`src/rtl/reset_sequencer.sv`:
```
// -----------------------------------------------------------------------------
// reset_sequencer
//
// Multi-channel reset controller for core-clock logic. An asynchronous
// active-high reset is synchronised (async assert, sync deassert), all channel
// resets are held for HOLD_CYCLES, then the NUM_CH channel resets are released
// one after another, STAGGER_CYCLES apart, starting with channel 0. At run time
// the whole sequence can be re-run (iGlobalReq) and individual channels can be
// put through a soft reset of HOLD_CYCLES (iSoftReq).
//
// Optional feature: define RST_SEQ_EVENT_CNT_EN to build a saturating 16-bit
// count of completed sequences on oEventCnt; otherwise oEventCnt is 16'h0000.
//
// Ports
//   Clock         in   1       core clock
//   qReset        in   1       async active-high reset
//   iGlobalReq    in   1       sync pulse, re-run the full sequence
//   iSoftReq      in   NUM_CH  sync per-channel soft reset request
//   oChReset      out  NUM_CH  active-high channel resets, bit 0 released first
//   oAllReleased  out  1       all channels out of reset
//   oBusy         out  1       a sequence or soft reset is in progress
//   oEventCnt     out  16      completed sequence count (optional)
// -----------------------------------------------------------------------------
module reset_sequencer #(
  parameter int SYNC_STAGES    = 8,
  parameter int NUM_CH         = 4,
  parameter int HOLD_CYCLES    = 16,
  parameter int STAGGER_CYCLES = 4
) (
  input  logic              Clock,
  input  logic              qReset,
  input  logic              iGlobalReq,
  input  logic [NUM_CH-1:0] iSoftReq,
  output logic [NUM_CH-1:0] oChReset,
  output logic              oAllReleased,
  output logic              oBusy,
  output logic [15:0]       oEventCnt
);

  localparam int HW = $clog2(HOLD_CYCLES + 1);
  localparam int SW = $clog2(STAGGER_CYCLES + 1);
  localparam int IW = (NUM_CH > 1) ? $clog2(NUM_CH) : 1;

  localparam logic [HW-1:0] HOLD_LAST = HW'(HOLD_CYCLES - 1);
  localparam logic [HW-1:0] HOLD_LOAD = HW'(HOLD_CYCLES);
  localparam logic [SW-1:0] STAG_LAST = SW'(STAGGER_CYCLES - 1);
  localparam logic [IW-1:0] IDX_LAST  = IW'(NUM_CH - 1);

  typedef enum logic [1:0] {
    ST_HOLD    = 2'd0,
    ST_RELEASE = 2'd1,
    ST_RUN     = 2'd2
  } state_t;

  state_t                      state_q, state_d;
  logic [SYNC_STAGES-1:0]      sync_q, sync_d;
  logic [HW-1:0]               hold_cnt_q, hold_cnt_d;
  logic [SW-1:0]               stag_cnt_q, stag_cnt_d;
  logic [IW-1:0]               idx_q, idx_d;
  logic [IW-1:0]               idx_nxt;
  logic [NUM_CH-1:0]           ch_q, ch_d;
  logic [NUM_CH-1:0][HW-1:0]   soft_cnt_q, soft_cnt_d;
  logic                        all_rel_q, all_rel_d;
  logic                        busy_q, busy_d;
  logic                        rst_sync;

  assign rst_sync = sync_q[SYNC_STAGES-1];
  assign sync_d   = {sync_q[SYNC_STAGES-2:0], 1'b0};
  assign idx_nxt  = idx_q + IW'(1);

  // Next-state logic for the sequencing FSM, hold/stagger counters and soft resets.
  always_comb begin
    state_d    = state_q;
    hold_cnt_d = hold_cnt_q;
    stag_cnt_d = stag_cnt_q;
    idx_d      = idx_q;
    ch_d       = ch_q;
    soft_cnt_d = soft_cnt_q;
    case (state_q)
      ST_HOLD: begin
        ch_d = {NUM_CH{1'b1}};
        if (rst_sync || iGlobalReq) begin
          hold_cnt_d = {HW{1'b0}};
        end else if (hold_cnt_q == HOLD_LAST) begin
          // Channel 0 is released on the same edge the hold period ends.
          hold_cnt_d = {HW{1'b0}};
          stag_cnt_d = {SW{1'b0}};
          idx_d      = {IW{1'b0}};
          ch_d[0]    = 1'b0;
          if (NUM_CH == 1) begin
            state_d = ST_RUN;
          end else begin
            state_d = ST_RELEASE;
          end
        end else begin
          hold_cnt_d = hold_cnt_q + HW'(1);
        end
      end
      ST_RELEASE: begin
        if (iGlobalReq) begin
          state_d    = ST_HOLD;
          hold_cnt_d = {HW{1'b0}};
          ch_d       = {NUM_CH{1'b1}};
          soft_cnt_d = '0;
        end else if (stag_cnt_q == STAG_LAST) begin
          stag_cnt_d    = {SW{1'b0}};
          idx_d         = idx_nxt;
          ch_d[idx_nxt] = 1'b0;
          if (idx_nxt == IDX_LAST) begin
            state_d = ST_RUN;
          end else begin
            state_d = ST_RELEASE;
          end
        end else begin
          stag_cnt_d = stag_cnt_q + SW'(1);
        end
      end
      ST_RUN: begin
        if (iGlobalReq) begin
          // Global request wins; any soft request in the same cycle is dropped.
          state_d    = ST_HOLD;
          hold_cnt_d = {HW{1'b0}};
          ch_d       = {NUM_CH{1'b1}};
          soft_cnt_d = '0;
        end else begin
          for (int i = 0; i < NUM_CH; i++) begin
            if (iSoftReq[i]) begin
              soft_cnt_d[i] = HOLD_LOAD;
              ch_d[i]       = 1'b1;
            end else if (soft_cnt_q[i] == HW'(1)) begin
              soft_cnt_d[i] = {HW{1'b0}};
              ch_d[i]       = 1'b0;
            end else if (soft_cnt_q[i] != {HW{1'b0}}) begin
              soft_cnt_d[i] = soft_cnt_q[i] - HW'(1);
            end else begin
              soft_cnt_d[i] = soft_cnt_q[i];
            end
          end
        end
      end
      default: begin
        state_d    = ST_HOLD;
        hold_cnt_d = {HW{1'b0}};
        ch_d       = {NUM_CH{1'b1}};
        soft_cnt_d = '0;
      end
    endcase
  end

  // Released only once RUN has been held for an edge, so the flag trails the last channel by one edge.
  assign all_rel_d = (state_q == ST_RUN) && (state_d == ST_RUN) && (soft_cnt_d == '0);
  assign busy_d    = ~all_rel_d;

  // State, synchroniser and output registers; qReset forces the reset values asynchronously.
  always_ff @(posedge Clock or posedge qReset) begin
    if (qReset) begin
      state_q    <= ST_HOLD;
      sync_q     <= {SYNC_STAGES{1'b1}};
      hold_cnt_q <= {HW{1'b0}};
      stag_cnt_q <= {SW{1'b0}};
      idx_q      <= {IW{1'b0}};
      ch_q       <= {NUM_CH{1'b1}};
      soft_cnt_q <= '0;
      all_rel_q  <= 1'b0;
      busy_q     <= 1'b1;
    end else begin
      state_q    <= state_d;
      sync_q     <= sync_d;
      hold_cnt_q <= hold_cnt_d;
      stag_cnt_q <= stag_cnt_d;
      idx_q      <= idx_d;
      ch_q       <= ch_d;
      soft_cnt_q <= soft_cnt_d;
      all_rel_q  <= all_rel_d;
      busy_q     <= busy_d;
    end
  end

  assign oChReset     = ch_q;
  assign oAllReleased = all_rel_q;
  assign oBusy        = busy_q;

`ifdef RST_SEQ_EVENT_CNT_EN
  logic [15:0] evt_cnt_q, evt_cnt_d;

  // Count entries into RUN, saturating at all ones; iGlobalReq does not clear it.
  always_comb begin
    evt_cnt_d = evt_cnt_q;
    if ((state_q != ST_RUN) && (state_d == ST_RUN) && (evt_cnt_q != 16'hFFFF)) begin
      evt_cnt_d = evt_cnt_q + 16'd1;
    end else begin
      evt_cnt_d = evt_cnt_q;
    end
  end

  // Event counter register, cleared only by qReset.
  always_ff @(posedge Clock or posedge qReset) begin
    if (qReset) begin
      evt_cnt_q <= 16'h0000;
    end else begin
      evt_cnt_q <= evt_cnt_d;
    end
  end

  assign oEventCnt = evt_cnt_q;
`else
  assign oEventCnt = 16'h0000;
`endif

endmodule
```
`config.mk`:
```
export PLATFORM = sky130hd
export DESIGN_NAME = reset_sequencer
export DESIGN_NICKNAME = d
export VERILOG_FILES = /design/src/rtl/reset_sequencer.sv
export SDC_FILE = /design/constraint.sdc
export NUM_CORES = 1
export LEC_CHECK = 0
export ABC_AREA = 1
export CAP_MARGIN = 15
export CORE_MARGIN = 1
export CORE_UTILIZATION = 29
export DETAILED_ROUTE_END_ITERATION = 10
export GPL_TIMING_DRIVEN = 0
export PLACE_DENSITY = 0.5
export SYNTH_ARGS = -nofsm -noshare
export SYNTH_HDL_FRONTEND = slang
export SYNTH_SLANG_ARGS = --single-unit
```
`constraint.sdc`:
```
create_clock -name Clock -period 2 [get_ports Clock]
set_input_delay 0.5 -clock Clock [delete_from_list [all_inputs] [get_ports Clock]]
set_output_delay 0.5 -clock Clock [all_outputs]
set_load 0.02 [all_outputs]
```
# == Yosys cells after proc, flatten, opt, wreduce, memory -nomap -nowiden ==
# Index checks and enable logic that the tools add are counted.
# word_totals
in_bits,7
word_cells,117
regBits,46
# op_classes
n_eq_ne,20
addsub,7
n_lt_le_gt_ge,2
n_bitwise,3
muxes,52
reduce_logical,18
# op_table
op,count
$mux 5,15
$pmux 20 s3,1
$mux 20,2
$eq 5x1->1 const B,4
$logic_not 20->1,1
$mux 2,10
$reduce_bool 5->1,4
$sub 5x1->5 const B,4
$ne 4x4->1 const B,4
$mux 3,4
$mux 4,3
$pmux 4 s3,1
$mux 1,11
$pmux 5 s2,1
$ne 2x2->1 const B,4
$reduce_and 2->1,4
$eq 2x2->1 const B,3
$pmux 2 s3,1
$pmux 3 s2,1
$add 5x1->5 const B,1
$eq 5x4->1 const B,1
$reduce_and 5->1,1
$and 4x4->4,1
$not 4->4,1
17 further kinds,19

# == Depth between registers and ports, before layout ==
# Gate-level depths: netlist of run 1.
# depth
depth_word,10
depth_mapped,15

# == Worst setup path after synthesis of run 1 ==
# No wires, ideal clock.
# synth_path
kind,reg-to-reg
startpoint,register state_q[1]
endpoint,register idx_q[1]
stages_incl_launch_ff,13
required_time_ps,1917
synth_period_minus_slack_ps,1775
slack_ps,225
t_arrival_ps,1693
setup_time_ps,83
path_cell_list,dfrtp_1 inv_1 ha_1 inv_2 nor2_4 nor2_4 a21oi_1 inv_1 or2_1 buf_6 nor2_8 nand3_1 o21ai_0
# synth_between
elab_chain_len,3
word_cells_on_any_way,9
# synth_lines
item,line_no,text
from (decl),55,"state_t state_q, state_d;"
from (signal assigned),167,state_q <= state_d;
$eq 2x1->1 or $logic_not 2->1 (tied branches),79,case (state_q)
$ne 2x2->1 (no source line) or $reduce_bool 2->1 (tied branches),--,
$reduce_and 5->1 (no source line),--,
to (signal assigned),161,idx_q <= {IW{1'b0}};
to (signal assigned),171,idx_q <= idx_d;
to (decl),59,"logic [IW-1:0] idx_q, idx_d;"
# Parallel ways exist; a longest one is shown, timed or not.
# A chain may end at the register's enable or synchronous reset.

# == Final worst setup path of run 1 ==
# layout_path
startpoint,register ch_q[3] (netlist: oChReset[3])
endpoint,output port oChReset[3]
# layout_lines
item,line_no,text
from (decl),61,"logic [NUM_CH-1:0] ch_q, ch_d;"
from (signal assigned),162,ch_q <= {NUM_CH{1'b1}};
from (signal assigned),172,ch_q <= ch_d;
to (decl),34,"output logic [NUM_CH-1:0] oChReset,"
# No word-level cell between the ends.

==> results.md, run 1 <==
* Synth Instances at 456
* DRT Pass-1 Iters at 6
* TritonCTS Buffers at 5
* Die height at 107 um
* Buf/Inv on CP at 1
* Die W at 107 um
* # port buffers at 12
* Ant. Diodes at 0
* Unrepaired setup endpoints after global routing: yes
* Total wire length at 7270 um
* Async set-reset flop share out of synthesis at 100%
* GPL Wtd Cong at 0.811
* Slowest CP cell: clkdlybuf4s50_1
* Leakage power at 2.12 nW
* Synth Cell Area at 0.00320 mm^2
* Tcrit/Tclk final at 97.3%
* Max Clock Skew at 14.2 ps
* Yosys cell types at 35
* Yosys warning count at 0
* Via count at 2814
* Share of cells above drive strength 1 at 19.6%
* Crit path depth at 1
* Largest net degree at the start of global routing at 26
* Final Hold Vio Count at 0
* Family with the most delay on the worst path: buffers and inverters
* Drt via density at 4.36
* CTS H-tree depth at 2
* Drt wl/cell at 11.3 um
* IO Pins at 29
* CTS sink count at 46
* Synthesis-to-finish area growth at 21.6%
* Final #Nets at 533
* EDFF count, synth at 0
* Max Slew Vio Count at 0
* Top_reg_cell synth: dfrtp_1
* Endpoints failing setup at 0
* Max_cap viols at 0
* Number of global-route vias before repair at 2557
* WHS Path Cells at 0
* R2R cell count at 12
* DRT antenna net count at 0
* Reg clk slew, reported paths at 100 ps
* Crit-path cells: clkdlybuf4s50_1
* Largest fanout on the critical path at 2
* Post-synth top area share at 25.8%
* CTS tree: yes
* Synth top cells by count: nand2_1, inv_1, nor2_1, nand3_1, dfrtp_1
* DP HPWL at 5500 um
* DRC viols at 0
* Clock tree buffer depth at 2
* Period minus WS final at 1950 ps
* Worst path arrival time at 1450 ps
* Fin util at 36.1%
* Status: completed
* Fin Setup TNS at 0 ps
* Root Driver: clkbuf_8
* Core area at 0.0108 mm^2
* Yosys reg bits at 46
* Max Freq at 0.514 GHz
* First-pass GRT wire length at 12200 um
* Max stage delay on crit path at 590 ps
* Row count at 38
* Skew-Pair Late Insertion Delay at 310 ps
* Worst Hold Class: flip-flop to flip-flop
* Starting Density at 29.7%
* Maximum vdd drop at 0.000287 V
* Antenna violations before repair at 0
* Worst Tran Pin Value at 540 ps
* CP required at 1500 ps
* Element type at the critical path end: output port
* Initial drt markers at 80
* Global Route Usage Sum at 13.7%
* CP Launch Type: flip-flop
* Most common cell in the synthesized netlist: nand2_1
* CP Class: flip-flop to output port
* Syn Area/Cell at 7.03 um^2
* Gr ovfl total at 0
* Relative slew slack at 63.9%
* Top post-synthesis cells by area: dfrtp_1, nand2_1, dfstp_2
* Yosys top cell by area: dfrtp_1
* Fillers at 1147
* Die area at 0.0115 mm^2
* Register area share after synthesis at 36.4%
* PD cells at 1040 mW/mm^2
==> logic make-up after synthesis <==
| family | count (synthesis) | synth area share (%) |
|---|---|---|
| compound gates | 52 | 9.14 |
| xor+xnor | 5 | 1.37 |
| fa+ha+maj | 22 | 8.59 |
| buf+inv | 94 | 13.4 |
| flops | 46 | 36.4 |
| other cells | 1 | 0.117 |
| simple gates | 236 | 31.0 |
==> flip-flops by register name, summed over array words and instances, names as in the netlist <==
name,flops
state_q,2
soft_cnt_q,20
oAllReleased,1
stag_cnt_q,3
oChReset,4
sync_q,8
hold_cnt_q,5
idx_q,2
oBusy,1
==> layout by cell type, fill, tap and decap left out, types with 2 or more instances in the layout <==
cell | synthesis | routed
o21ai_1 | 3 | 7
nand3_1 | 35 | 35
clkdlybuf4s50_1 | 0 | 11
ha_1 | 22 | 19
clkinvlp_4 | 0 | 2
dfstp_2 | 13 | 13
nand2_1 | 139 | 134
a211oi_1 | 3 | 3
nor2_1 | 48 | 36
buf_4 | 18 | 28
nand4_1 | 4 | 4
inv_4 | 0 | 2
o21ai_0 | 18 | 14
conb_1 | 1 | 17
inv_1 | 68 | 61
dfrtp_1 | 33 | 32
a21oi_1 | 19 | 16
a21oi_2 | 0 | 3
inv_2 | 3 | 7
clkbuf_8 | 0 | 6
xor2_1 | 4 | 4
nor2_4 | 3 | 3
o41ai_1 | 2 | 2
buf_6 | 1 | 3
o21bai_1 | 2 | 2
ha_4 | 0 | 3
nor2_2 | 3 | 15
buf_12 | 0 | 2
nand2_2 | 0 | 5
==> per-stage QoR <==
stage	hold WS, ps	cells	worst slack [ps]	instance area (um^2)	power, mW
5_1_grt	362	645	-34.8	3900	4.50
3_3_place_gp	346	624	-626	3560	3.24
4_1_cts	360	639	4.60	3760	3.95
3_5_place_dp	347	625	-419	3580	3.29
6_report	359	645	53.4	3900	4.05
2_1_floorplan	345	472	225	3260	2.88
==> area by class of cell <==
| class | instances | area [um^2] | area share, % |
|---|---|---|---|
| well taps | 140 | 175 | 4.49 |
| inverters | 72 | 284 | 7.29 |
| clock buffers | 6 | 82.6 | 2.12 |
| repair buffers | 26 | 249 | 6.39 |
| multi-input cells | 332 | 1760 | 45.2 |
| plain buffers | 21 | 163 | 4.17 |
| flip-flops and latches | 46 | 1170 | 30.0 |
| clock inverters | 2 | 12.5 | 0.321 |
==> layer usage <==
| metal | global-route usage, % | vias to the layer above | wire (um) | part of all wire, % |
|---|---|---|---|---|
| met5 | 0 | - | 0 | 0 |
| met4 | 4.99 | 0 | 175 | 2.4 |
| met3 | 2.13 | 11 | 203 | 2.8 |
| met2 | 22.5 | 47 | 3360 | 46 |
| met1 | 18.0 | 1269 | 3530 | 49 |
| li1 | - | 1487 | - | - |
==> power breakdown <==
group | total, mW | internal, mW | switching, mW | leakage (nW)
registers | 1.34 | 1.13 | 0.202 | 0.583
logic | 2.10 | 0.791 | 1.31 | 1.49
clock network | 0.613 | 0.278 | 0.335 | 0.0472
total | 4.05 | 2.20 | 1.85 | 2.12
==> worst paths after layout <==
| path | startpoint | endpoint | slack, ps |
|---|---|---|---|
| worst max-delay path | oChReset[3]$_DFFE_PP1P_ | oChReset[3] | 50 |
| min in group asynchronous | qReset | state_q[1]$_DFF_PP0_ | 550 |
| worst min-delay path | sync_q[1]$_DFF_PP1_ | sync_q[2]$_DFF_PP1_ | 360 |
| worst min register to register | sync_q[1]$_DFF_PP1_ | sync_q[2]$_DFF_PP1_ | 360 |
| worst max register to register | state_q[1]$_DFF_PP0_ | oAllReleased$_DFF_PP0_ | 100 |
| max in group asynchronous | qReset | oBusy$_DFF_PP1_ | 850 |
==> timing repair <==
action / CTS / global route
pin swaps: 2 / 3
hold buffers: 0 / 0
setup buffers: 6 / 7
endpoints found under the setup margin: 7 / 8
resized for setup: 16 / 31
No activity file was read; power rests on OpenSTA's default activity.
==> run 2: changes to the inputs <==
CELL_PAD_IN_SITES_DETAIL_PLACEMENT = 0   (was unset)
CELL_PAD_IN_SITES_GLOBAL_PLACEMENT = 1   (was unset)
PLACE_DENSITY = 0.63   (was 0.5)
==> results.md, run 2 (synthesis gave the netlist of run 1 again) <==
* Status: completed
* GPL Wtd Cong at 0.722 (-11%)
* Worst path arrival time at 1460 ps (about the same)
* IO Pins at 29 (unchanged)
* Regs by FF count: soft_cnt_q x20, sync_q x8, hold_cnt_q x5
* PD cells at 1040 mW/mm^2 (-0.17%)
* Reg clk slew, reported paths at 100 ps (about the same)
* Slowest CP cell: clkdlybuf4s50_1
* Final #Nets at 543 (+1.9%)
* DRT Pass-1 Iters at 4 (-2)
* Buf/Inv on CP at 1 (unchanged)
* Clock tree buffer depth at 2 (unchanged)
* TritonCTS Buffers at 5 (unchanged)
* Max stage delay on crit path at 600 ps (about the same)
* DRT antenna net count at 0 (unchanged)
* Fin Setup TNS at 0 ps (unchanged)
* Relative slew slack at 63.0% (-0.93 points)
* Largest fanout on the critical path at 2 (unchanged)
* Worst Hold Class: flip-flop to flip-flop
* CTS H-tree depth at 2 (unchanged)
* Core area at 0.0108 mm^2 (unchanged)
* Global Route Usage Sum at 13.8% (+0.095 points)
* Reg with most FFs: soft_cnt_q
* # port buffers at 12 (unchanged)
* Via count at 2847 (+1.2%)
* CTS tree: yes
* Drt wl/cell at 11.7 um (+4.2%)
* Tcrit/Tclk final at 98.1% (+0.76 points)
* Max Freq at 0.510 GHz (-0.77%)
* Initial drt markers at 94 (+18%)
* Number of global-route vias before repair at 2536 (-0.82%)
* Maximum vdd drop at 0.000308 V (+7.0%)
* Total power at 4.20 mW (+3.7%)
* Row count at 38 (unchanged)
* Crit-path cells: clkdlybuf4s50_1
* Die area at 0.0115 mm^2 (unchanged)
* Max Slew Vio Count at 0 (unchanged)
* CP required at 1500 ps (about the same)
* Area of the multi-input gates at 0.00180 mm^2 (+2.3%)
* Gr ovfl total at 0 (unchanged)
* Fillers at 1109 (-3.3%)
* Starting Density at 29.7% (unchanged)
* CP Launch Type: flip-flop
* Pre-CTS WS at -421 ps (-1.96 ps)
* Max reg flops at 20 (unchanged)
* Max Clock Skew at 19.0 ps (+4.77 ps)
* Largest net degree at the start of global routing at 26 (unchanged)
* Die height at 107 um (unchanged)
* Share of cells above drive strength 1 at 23.1% (+3.5 points)
* Drt via density at 4.35 (-0.37%)
* Hold_ws at 359 ps (-0.586 ps)
* CTS sink count at 46 (unchanged)
* CP Class: flip-flop to output port
* Final Hold Vio Count at 0 (unchanged)
* DRC viols at 0 (unchanged)
* Element type at the critical path end: output port
* Antenna violations before repair at 0 (unchanged)
* Register area at 0.00117 mm^2 (unchanged)
* Commonest non-fill, non-tap cells in the layout: nand2_1, inv_1, nor2_1
* Unrepaired setup endpoints after global routing: yes
* Setup ws final at 38.3 ps (-15.1 ps)
* Max_cap viols at 0 (unchanged)
* Leakage power at 2.19 nW (+3.2%)
* Synthesis-to-finish area growth at 26.4%
* Endpoints failing setup at 0 (unchanged)
* Family with the most delay on the worst path: buffers and inverters
* First-pass GRT wire length at 12300 um (+0.62%)
* Worst Tran Pin Value at 555 ps (+14.8 ps)
* Total wire length at 7700 um (+5.8%)
* Skew-Pair Late Insertion Delay at 310 ps (about the same)
* Die W at 107 um (unchanged)
* Period minus WS final at 1960 ps (+15.1 ps)
* DP HPWL at 5680 um (+3.3%)
* Root Driver: clkbuf_8
* Ant. Diodes at 0 (unchanged)
* Commonest non-fill, non-tap cell in the layout: nand2_1
==> run 2: area by class of cell <==
class                   instances  share of cell area, %
clock buffers                   7                   2.38
plain buffers                  22                   4.39
well taps                     140                   4.33
inverters                      72                   7.08
repair buffers                 35                   8.22
flip-flops and latches         46                   28.9
multi-input cells             332                   44.5
clock inverters                 1                  0.216
==> run 2: where the power goes <==
part	switching [mW]	leakage [nW]	internal (mW)	total, mW
logic	1.35	1.55	0.853	2.20
clock network	0.344	0.0544	0.318	0.662
registers	0.205	0.583	1.13	1.34
total	1.90	2.19	2.30	4.20
==> run 2: repair_timing <==
item	CTS	global route
gates cloned	0	1
hold endpoints to repair	0	0
pin swaps	2	18
endpoints found under the setup margin	9	6
resized for setup	16	52
hold buffers	0	0
setup buffers	6	15
==> run 2: routing by layer <==
| layer | vias to the layer above | track usage [%] | wire length [um] |
|---|---|---|---|
| li1 | 1497 | - | - |
| met1 | 1302 | 18.6 | 3820 |
| met2 | 43 | 22.9 | 3550 |
| met3 | 5 | 2.07 | 250 |
| met4 | 0 | 3.52 | 75 |
| met5 | - | 0 | 0 |
==> run 2: path summary, 6_finish.rpt <==
| path | start | to | slack [ps] | depth (start not counted) |
|---|---|---|---|---|
| worst max register to register | state_q[0]$_DFF_PP0_ | oAllReleased$_DFF_PP0_ | 70 | 16 |
| max in group asynchronous | qReset | oBusy$_DFF_PP1_ | 850 | 3 |
| worst min-delay path | sync_q[6]$_DFF_PP1_ | sync_q[7]$_DFF_PP1_ | 360 | 0 |
| worst min register to register | sync_q[6]$_DFF_PP1_ | sync_q[7]$_DFF_PP1_ | 360 | 0 |
| worst max-delay path | oChReset[1]$_DFFE_PP1P_ | oChReset[1] | 40 | 1 |
| min in group asynchronous | qReset | hold_cnt_q[0]$_DFFE_PP0P_ | 550 | 2 |
==> run 2: through the flow <==
stage / utilization (%) / instance area, um^2 / std cells
3_3_place_gp: 33.0 / 3560 / 624
2_1_floorplan: - / 3260 / 472
3_5_place_dp: 33.2 / 3580 / 625
5_1_grt: 37.5 / 4050 / 655
4_1_cts: 34.9 / 3770 / 639
6_report: 37.5 / 4050 / 655
==> run 3: changes to the inputs <==
CORE_UTILIZATION = 42   (was 29)
PLACE_DENSITY = 0.84   (was 0.63)
==> results.md, run 3 (synthesis gave the netlist of run 1 again) <==
* Status: completed
* Row count at 31 (-18%)
* Period minus WS final at 1940 ps (-24.7 ps)
* CP required at 1500 ps (about the same)
* IO Pins at 29 (unchanged)
* Initial drt markers at 147 (+56%)
* Gr ovfl total at 0 (unchanged)
* Family with the most delay on the worst path: buffers and inverters
* CTS sink count at 46 (unchanged)
* Drt wl/cell at 11.5 um (-2.5%)
* CP Launch Type: flip-flop
* TritonCTS Buffers at 5 (unchanged)
* Leakage power at 2.10 nW (-4.2%)
* Relative slew slack at 63.0% (+0.064 points)
* # port buffers at 12 (unchanged)
* Commonest non-fill, non-tap cell in the layout: nand2_1
* Max reg flops at 20 (unchanged)
* DP HPWL at 5200 um (-8.5%)
* Final instance area at 0.00379 mm^2 (-6.4%)
* Hold Startpoint: sync_q[3]$_DFF_PP1_
* Total wire length at 6860 um (-11%)
* Die height at 89.3 um (-17%)
* Endpoints failing setup at 0 (unchanged)
* DRT antenna net count at 0 (unchanged)
* Reg clk slew, reported paths at 90 ps (about the same)
* Reg-to-Reg Start: state_q[1]$_DFF_PP0_
* Largest net degree at the start of global routing at 25 (-3.8%)
* Antenna violations before repair at 0 (unchanged)
* Max Freq at 0.516 GHz (+1.3%)
* Max Clock Skew at 7.18 ps (-11.8 ps)
* Largest fanout on the critical path at 2 (unchanged)
* Skew-Pair Late Insertion Delay at 310 ps (about the same)
* Ant. Diodes at 0 (unchanged)
* Max_cap viols at 0 (unchanged)
* GPL Wtd Cong at 0.879 (+22%)
* Share of cells above drive strength 1 at 17.2% (-5.9 points)
* Worst Hold Class: flip-flop to flip-flop
* Number of global-route vias before repair at 2411 (-4.9%)
* Via count at 2753 (-3.3%)
* Starting Density at 43.7% (+14 points)
* Clock tree buffer depth at 2 (unchanged)
* DRC viols at 0 (unchanged)
* CP Class: flip-flop to output port
* Fillers at 729 (-34%)
* Final Hold Vio Count at 0 (unchanged)
* Drt via density at 4.60 (+5.7%)
* Synthesis-to-finish area growth at 18.3%
* Switching pwr at 1.81 mW (-4.4%)
* DRT Pass-1 Iters at 4 (unchanged)
* Maximum vdd drop at 0.000435 V (+41%)
* Unrepaired setup endpoints after global routing: yes
* CTS H-tree depth at 2 (unchanged)
* Slowest CP cell: clkdlybuf4s50_1
* Tcrit/Tclk final at 96.8% (-1.2 points)
* Root Driver: clkbuf_8
* Die area at 0.00798 mm^2 (-30%)
* Element type at the critical path end: output port
* Fin util at 51.7% (+14 points)
* Global Route Usage Sum at 18.8% (+5.0 points)
* Regs by FF count: soft_cnt_q x20, sync_q x8, hold_cnt_q x5
* Clock power frac at 17.7% (+1.9 points)
* Critical Path Start: oChReset[0]$_DFFE_PP1P_
* Reg with most FFs: soft_cnt_q
* First-pass GRT wire length at 11400 um (-7.7%)
* Max stage delay on crit path at 590 ps (about the same)
* Switching Fraction at 44.6% (-0.55 points)
* Core area at 0.00733 mm^2 (-32%)
* P_int at 2.25 mW (-2.3%)
* Commonest non-fill, non-tap cells in the layout: nand2_1, inv_1, nor2_1
* Die W at 89.3 um (-17%)
* Sequential share of power at 32.9% (+1.1 points)
* Buf/Inv on CP at 1 (unchanged)
* Placed inst area at 0.00354 mm^2 (-1.2%)
* Combinational Power Share at 49.4% (-3.0 points)
* Crit-path cells: clkdlybuf4s50_1
* Worst Tran Pin Value at 553 ps (-1.76 ps)
* Worst path arrival time at 1440 ps (-20 ps)
* CTS tree: yes
* Max Slew Vio Count at 0 (unchanged)
* Final #Nets at 528 (-2.8%)
* PD cells at 1070 mW/mm^2 (+3.4%)
-- run 3: changes by cell type in the layout (fill, tap and decap cells not counted), moves of 2 or more --
cell             change
clkdlybuf4s50_1      -2
inv_2                +2
nand2_1             +14
buf_6                -2
nor2_4               -3
clkbuf_8             -2
buf_4               -11
nor2_1               +3
clkinv_4             -2
o21ai_0              +2
nand2_2             -14
-- run 3: power by group through the flow --
stage          clock [mW]  combinational, mW  sequential [mW]
4_1_cts             0.742               1.98             1.33
3_3_place_gp            0               1.89             1.34
5_1_grt             0.781               2.36             1.36
3_5_place_dp            0               1.93             1.35
2_1_floorplan           0               1.58             1.30
6_report            0.719               2.01             1.34
-- run 3: path summary, 6_finish.rpt --
check	to	slack, ps	cells past startpoint
max	oChReset[0]	60	1
min	sync_q[4]$_DFF_PP1_	360	0
max reg2reg	idx_q[1]$_DFFE_PP0P_	90	13
min reg2reg	sync_q[4]$_DFF_PP1_	360	0
max in group asynchronous	sync_q[6]$_DFF_PP1_	860	3
min in group asynchronous	soft_cnt_q[5]$_DFF_PP0_	550	2
-- run 3: final cells by class --
type	instances	area (um^2)	area share (%)
Tap cell	99	124	3.27
Inverter	72	279	7.36
Clock inverter	3	43.8	1.16
Sequential cell	46	1170	30.8
Clock buffer	5	68.8	1.82
Buffer	21	163	4.29
Timing Repair Buffer	21	211	5.58
Multi-Input combinational cell	332	1730	45.7
-- run 3: stage by stage --
stage          hold slack [ps]  setup slack (ps)  TNS [ps]  cells  power [mW]
5_1_grt                    364             -78.4      -181    599        4.50
3_5_place_dp               347              -440     -3480    584        3.28
3_3_place_gp               347              -550    -22960    583        3.23
2_1_floorplan              345               225         0    472        2.88
4_1_cts                    361              18.5         0    599        4.05
6_report                   360              63.0         0    599        4.06
-- run 3: layer usage --
metal	track usage, %	routed length, um	vias up
met5	0	0	-
met4	5.19	80	0
met1	25.5	3480	1231
met2	31.0	3080	38
met3	3.14	222	7
li1	-	-	1477
-- run 3: repair_timing --
item / in CTS / in global routing
setup endpoints to repair: 5 / 8
pin swaps: 2 / 2
gates resized for setup: 15 / 20
setup buffers: 7 / 1
hold buffers: 0 / 0
